===== src/rtl/keypad_pin_lock_pkg.sv =====
// Shared key codes, FSM state encoding and key classification helpers for the keypad PIN lock.
package keypad_pin_lock_pkg;

    localparam logic [7:0] KEY_STAR = 8'h2A;
    localparam logic [7:0] KEY_HASH = 8'h23;
    localparam logic [7:0] KEY_0    = 8'h30;
    localparam logic [7:0] KEY_9    = 8'h39;

    typedef enum logic [1:0] {
        StEntry   = 2'd0,
        StCheck   = 2'd1,
        StOpen    = 2'd2,
        StLockout = 2'd3
    } state_t;

    function automatic logic is_digit(input logic [7:0] c);
        return (c >= KEY_0) && (c <= KEY_9);
    endfunction

    // Digits are masked on the display; every other key is echoed verbatim.
    function automatic logic [7:0] echo_of(input logic [7:0] c);
        return is_digit(c) ? KEY_STAR : c;
    endfunction

endpackage


===== src/rtl/key_press_filter.sv =====
// Turns the scanner's repeating key_detected strobe into one registered accept per physical press.
module key_press_filter #(
    parameter int unsigned CICLOS_RELEASE = 1500000
) (
    input  logic       clk,
    input  logic       rst,
    input  logic       key_detected,
    input  logic [7:0] digito,
    output logic       accept,
    output logic [7:0] code
);

    localparam int unsigned RW = (CICLOS_RELEASE > 1) ? $clog2(CICLOS_RELEASE) : 1;

    logic          armed_q;
    logic [RW-1:0] rel_cnt_q;

    always_ff @(posedge clk or negedge rst) begin
        if (!rst) begin
            armed_q   <= 1'b1;
            rel_cnt_q <= '0;
            accept    <= 1'b0;
            code      <= 8'h00;
        end else begin
            accept <= key_detected & armed_q;
            code   <= digito;
            if (key_detected) begin
                armed_q   <= 1'b0;
                rel_cnt_q <= '0;
            end else if (!armed_q) begin
                // Re-arm only after a full release window of consecutive idle cycles.
                if (rel_cnt_q == RW'(CICLOS_RELEASE - 1)) begin
                    armed_q <= 1'b1;
                end else begin
                    rel_cnt_q <= rel_cnt_q + RW'(1);
                end
            end
        end
    end

endmodule


===== src/rtl/keypad_pin_lock.sv =====
// Keypad PIN lock: code entry buffer, submission check, unlock hold and wrong-attempt lockout.
module keypad_pin_lock
    import keypad_pin_lock_pkg::*;
#(
    parameter int unsigned PIN_LEN        = 4,
    parameter logic [63:0] PIN_CODE       = 64'h3132_3334,
    parameter int unsigned MAX_TRIES      = 3,
    parameter int unsigned CICLOS_RELEASE = 1500000,
    parameter int unsigned CICLOS_OPEN    = 250000000,
    parameter int unsigned CICLOS_LOCKOUT = 500000000
) (
    input  logic                           clk,
    input  logic                           rst,
    input  logic [7:0]                     digito,
    input  logic                           key_detected,
    output logic                           key_valid,
    output logic [7:0]                     key_echo,
    output logic [$clog2(PIN_LEN+1)-1:0]   digit_count,
    output logic [$clog2(MAX_TRIES+1)-1:0] tries_left,
    output logic                           unlocked,
    output logic                           error_pulse,
    output logic                           locked_out
);

    localparam int unsigned CW   = $clog2(PIN_LEN + 1);
    localparam int unsigned TRW  = $clog2(MAX_TRIES + 1);
    localparam int unsigned BW   = 8 * PIN_LEN;
    localparam int unsigned TMAX = (CICLOS_OPEN > CICLOS_LOCKOUT) ? CICLOS_OPEN : CICLOS_LOCKOUT;
    localparam int unsigned TW   = (TMAX > 1) ? $clog2(TMAX) : 1;

    logic          accept;
    logic [7:0]    code;
    state_t        state_q;
    logic [BW-1:0] buf_q;
    logic [TW-1:0] timer_q;

    key_press_filter #(
        .CICLOS_RELEASE(CICLOS_RELEASE)
    ) u_filter (
        .clk          (clk),
        .rst          (rst),
        .key_detected (key_detected),
        .digito       (digito),
        .accept       (accept),
        .code         (code)
    );

    always_ff @(posedge clk or negedge rst) begin
        if (!rst) begin
            state_q     <= StEntry;
            buf_q       <= '0;
            timer_q     <= '0;
            key_valid   <= 1'b0;
            key_echo    <= 8'h00;
            digit_count <= '0;
            tries_left  <= TRW'(MAX_TRIES);
            unlocked    <= 1'b0;
            error_pulse <= 1'b0;
            locked_out  <= 1'b0;
        end else begin
            key_valid   <= 1'b0;
            error_pulse <= 1'b0;
            case (state_q)
                StEntry: begin
                    if (accept) begin
                        key_valid <= 1'b1;
                        key_echo  <= echo_of(code);
                        if (is_digit(code)) begin
                            // A full buffer silently drops further digits.
                            if (digit_count < CW'(PIN_LEN)) begin
                                buf_q       <= (buf_q << 8) | BW'(code);
                                digit_count <= digit_count + CW'(1);
                            end
                        end else if (code == KEY_STAR) begin
                            buf_q       <= '0;
                            digit_count <= '0;
                        end else if (code == KEY_HASH) begin
                            state_q <= StCheck;
                        end
                    end
                end
                StCheck: begin
                    buf_q       <= '0;
                    digit_count <= '0;
                    if ((digit_count == CW'(PIN_LEN)) && (buf_q == PIN_CODE[BW-1:0])) begin
                        state_q    <= StOpen;
                        unlocked   <= 1'b1;
                        tries_left <= TRW'(MAX_TRIES);
                        timer_q    <= TW'(CICLOS_OPEN - 1);
                    end else begin
                        error_pulse <= 1'b1;
                        tries_left  <= tries_left - TRW'(1);
                        if (tries_left == TRW'(1)) begin
                            state_q    <= StLockout;
                            locked_out <= 1'b1;
                            timer_q    <= TW'(CICLOS_LOCKOUT - 1);
                        end else begin
                            state_q <= StEntry;
                        end
                    end
                end
                StOpen: begin
                    // Expiry is tested first so it wins over a same-cycle '*'.
                    if (timer_q == '0) begin
                        state_q  <= StEntry;
                        unlocked <= 1'b0;
                    end else begin
                        timer_q <= timer_q - TW'(1);
                        if (accept && (code == KEY_STAR)) begin
                            state_q  <= StEntry;
                            unlocked <= 1'b0;
                        end
                    end
                end
                StLockout: begin
                    if (timer_q == '0) begin
                        state_q    <= StEntry;
                        locked_out <= 1'b0;
                        tries_left <= TRW'(MAX_TRIES);
                    end else begin
                        timer_q <= timer_q - TW'(1);
                    end
                end
                default: state_q <= StEntry;
            endcase
        end
    end

endmodule


===== config.mk =====
export PLATFORM = sky130hd
export DESIGN_NAME = keypad_pin_lock
export DESIGN_NICKNAME = d
export VERILOG_FILES = /design/src/rtl/keypad_pin_lock_pkg.sv /design/src/rtl/key_press_filter.sv /design/src/rtl/keypad_pin_lock.sv
export SDC_FILE = /design/constraint.sdc
export NUM_CORES = 1
export LEC_CHECK = 0
export BUFFER_PORTS_ARGS = -buffer_cell sky130_fd_sc_hd__buf_2
export CORE_MARGIN = 3
export CORE_UTILIZATION = 40
export CTS_BUF_LIST = sky130_fd_sc_hd__clkbuf_8 sky130_fd_sc_hd__clkbuf_16
export DETAILED_ROUTE_END_ITERATION = 10
export GPL_TIMING_DRIVEN = 0
export PLACE_DENSITY_LB_ADDON = 0.2
export SLEW_MARGIN = 10
export SYNTH_ARGS = -nofsm -noshare
export SYNTH_HDL_FRONTEND = slang
export SYNTH_SLANG_ARGS = --single-unit

===== constraint.sdc =====
create_clock -name clk -period 7.45 [get_ports clk]
set_input_delay 1.49 -clock clk [delete_from_list [all_inputs] [get_ports clk]]
set_output_delay 1.49 -clock clk [all_outputs]
set_load 0.01 [all_outputs]

==> flow_summary.toml <==
[detailed_routing]
viasPerCell = 5.761
num_vias = 4188
drtAntennaViolNets = 0
routedWlPerCell_um = 17.33
drcViolationCount = 0
firstDrtPassIters = 4
drt_iter0_drc = 353
wirelength_um = 12600

[sta]
post-route-period-util = 0.4074
finalHoldViolations = 0
setup_ws_ns = 4.415
setup_tns_ns = 0
clock_skew_ns = 0.007713
rsz0062_at_grt = "no"
min_period_ns = 3.035
tightest_slew_ns = 0.8342
slew_violations = 0
final-setup-viol-count = 0
fmax_mhz = 329.5
slew_headroom = 0.4418

[critical_path]
worstPathMaxFanout = 10
start_kind = "flop"
arrival_ns = 3.24
r2r_slack_ns = 4.42
cp_data_required_time_ns = 7.66
end_kind = "flop"
setup.worst_path.class = "reg -> reg"

[die]
die_h_um = 121.7
start_util = 0.4158
core_area_sq_um = 12880
dieWidth_um = 121.7
die-area_sq_um = 14810
num_rows = 41
ios = 28

[synthesis]
synth-seq-cells = 111
ys_seq_area_frac = 0.5195
postSynthCellCount = 512
syn_area_per_cell_sq_um = 10.46
synthArstFlopShare = 1.000
ys.flop_type = "dfrtp_1"
yosys-top-cells-count = "dfrtp_1 (108), a22o_1 (34), nor2_1 (33), nand2_1 (29), a21oi_1 (26)"
synth_edf_count = 0
synth.distinct_cells = 68
synth_top_area_frac = 0.5048
syn-num-nets = 529
synth_top_area_cell = "dfrtp_1"
syn_area_sq_um = 5354
synth_most_common_cell = "dfrtp_1"
synthTopCellsByArea = "dfrtp_1 (50%), a22o_1 (5.6%), a21oi_1 (2.4%)"
synth_warnings = 0

[job]
cap_violations = 0

[cts]
cts_buffer_depth = 2
clkSlewWorstSetupHoldPaths_ns = 0.07
cts_tree = "built"
cts-root-buf = "clkbuf_16"
numCtsBuffers = 9
cts_hold_buf = 0
h-tree-depth = 3
cts_setup_buffers = 0
clk_latency_ns = 0.36
clock_sinks = 111
cts_resized = 0

[power_and_ir_drop]
p_leak_nw = 2.787
peakVddDrop_mv = 0.1143
p_sw_frac = 0.3032
power.internal_mw = 1.013
clockPowerShare = 0.350
p_comb_frac = 0.200
switchingPower_mw = 0.4408
p_per_area_nw_per_um2 = 240.4
p_seq_frac = 0.450

[finish]
antenna_cells = 0
area_growth_pct = 12.99
final_cells = 727
finalInstanceArea_sq_um = 6050
drive_gt1_frac = 0.1225
fin_util = 0.4698
final_nets = 567

[placed_design]
place_area_sq_um = 5733
dp_cells = 711
gp_congestion = 0.8560
dpl.hpwl_um = 8729
numPortBuffers = 26
dp_worst_setup_slack_ns = 4.330

[global_route]
overflow = 0
grt_max_degree = 86
grt_use_total = 0.1800
antenna_found_initial = 0
grt_pass1_wl_um = 21200
grt_pass1_vias = 4066

[outcome]
outcome = "finished, final reports clean"

[worst_hold_path]
hold_path_class = "reg -> reg"
[power by group through the flow]
stage,registers [mW],logic [mW],clock network [mW]
6_report,0.654,0.291,0.509
4_1_cts,0.653,0.289,0.523
3_5_place_dp,0.665,0.286,0
3_3_place_gp,0.664,0.281,0
2_1_floorplan,0.665,0.196,0
5_1_grt,0.658,0.325,0.543
[area by class of cell]
class | instances | area [sq um]
Fill cell | 1226 | 6827
Sequential cell | 111 | 2781
Multi-Input combinational cell | 355 | 2387
Clock buffer | 10 | 239.0
Tap cell | 172 | 215.2
Timing Repair Buffer | 27 | 163.9
Buffer | 27 | 113.9
Clock inverter | 6 | 77.57
Inverter | 19 | 71.32
[through the flow]
stage | power [mW] | hold slack [ns]
6_report | 1.454 | 0.4720
5_1_grt | 1.527 | 0.5151
4_1_cts | 1.465 | 0.4792
3_5_place_dp | 0.9514 | 0.4601
3_3_place_gp | 0.9454 | 0.4580
2_1_floorplan | 0.8608 | 0.4439
[critical path, stage by stage, from the launching register on]
cell and delay, ns:
dfrtp_1 0.44, nor4_1 0.68, nand4_1 0.28, o21a_1 0.25, clkbuf_1 0.17, clkbuf_1 0.29
nor3_1 0.62, mux2i_1 0.16
[metal layers]
layer	part of all wire	track usage	up-vias
li1	-	-	2019
met1	0.50	0.2658	2073
met2	0.44	0.2646	84
met3	0.043	0.03900	12
met4	0.015	0.05672	0
met5	0	0	-
[logic make-up after synthesis]
family / synth area share
mux: 0.01612
xor+xnor: 0.02127
buf+inv: 0.03458
fa+ha+maj: 0.01402
flops: 0.5195
compound gates: 0.1849
simple gates: 0.2096
[path summary, 6_finish.rpt]
kind | from | end | cells after the start
min | key_echo[3] | key_echo[3] | 2
max | timer_q[11] | timer_q[0] | 7
min reg2reg | key_echo[3] | key_echo[3] | 2
min in group asynchronous | rst | timer_q[5] | 1
max reg2reg | timer_q[11] | timer_q[0] | 7
max in group asynchronous | rst | u_filter.rel_cnt_q[10] | 2
[registers in the layout, summed over array words and instances (netlist names), 2 cells and up]
| register | cells |
|---|---|
| buf_q | 32 |
| digit_count | 3 |
| key_echo | 8 |
| state_q | 2 |
| timer_q | 29 |
| tries_left | 2 |
| u_filter.code | 8 |
| u_filter.rel_cnt_q | 21 |
[cells in the final DEF, fill, tap and decap left out, drive strengths merged, types with 4 or more instances in the layout]
| master | n |
|---|---|
| nand3 | 15 |
| xnor2 | 11 |
| a211oi | 5 |
| o21a | 5 |
| nor3 | 17 |
| clkbuf | 31 |
| or2 | 5 |
| mux2 | 5 |
| or3 | 9 |
| nor4 | 18 |
| a21oi | 26 |
| nand4 | 9 |
| a21o | 9 |
| a22o | 34 |
| dfrtp | 108 |
| o31a | 4 |
| ha | 6 |
| o21ai | 17 |
| a2111oi | 4 |
| and3 | 7 |
| or4 | 17 |
| nor2 | 33 |
| nand3b | 7 |
| nand2 | 29 |
| o31ai | 12 |
| buf | 33 |
| and2 | 4 |
| inv | 20 |
Note: power is estimated with default switching activity, not from simulation.
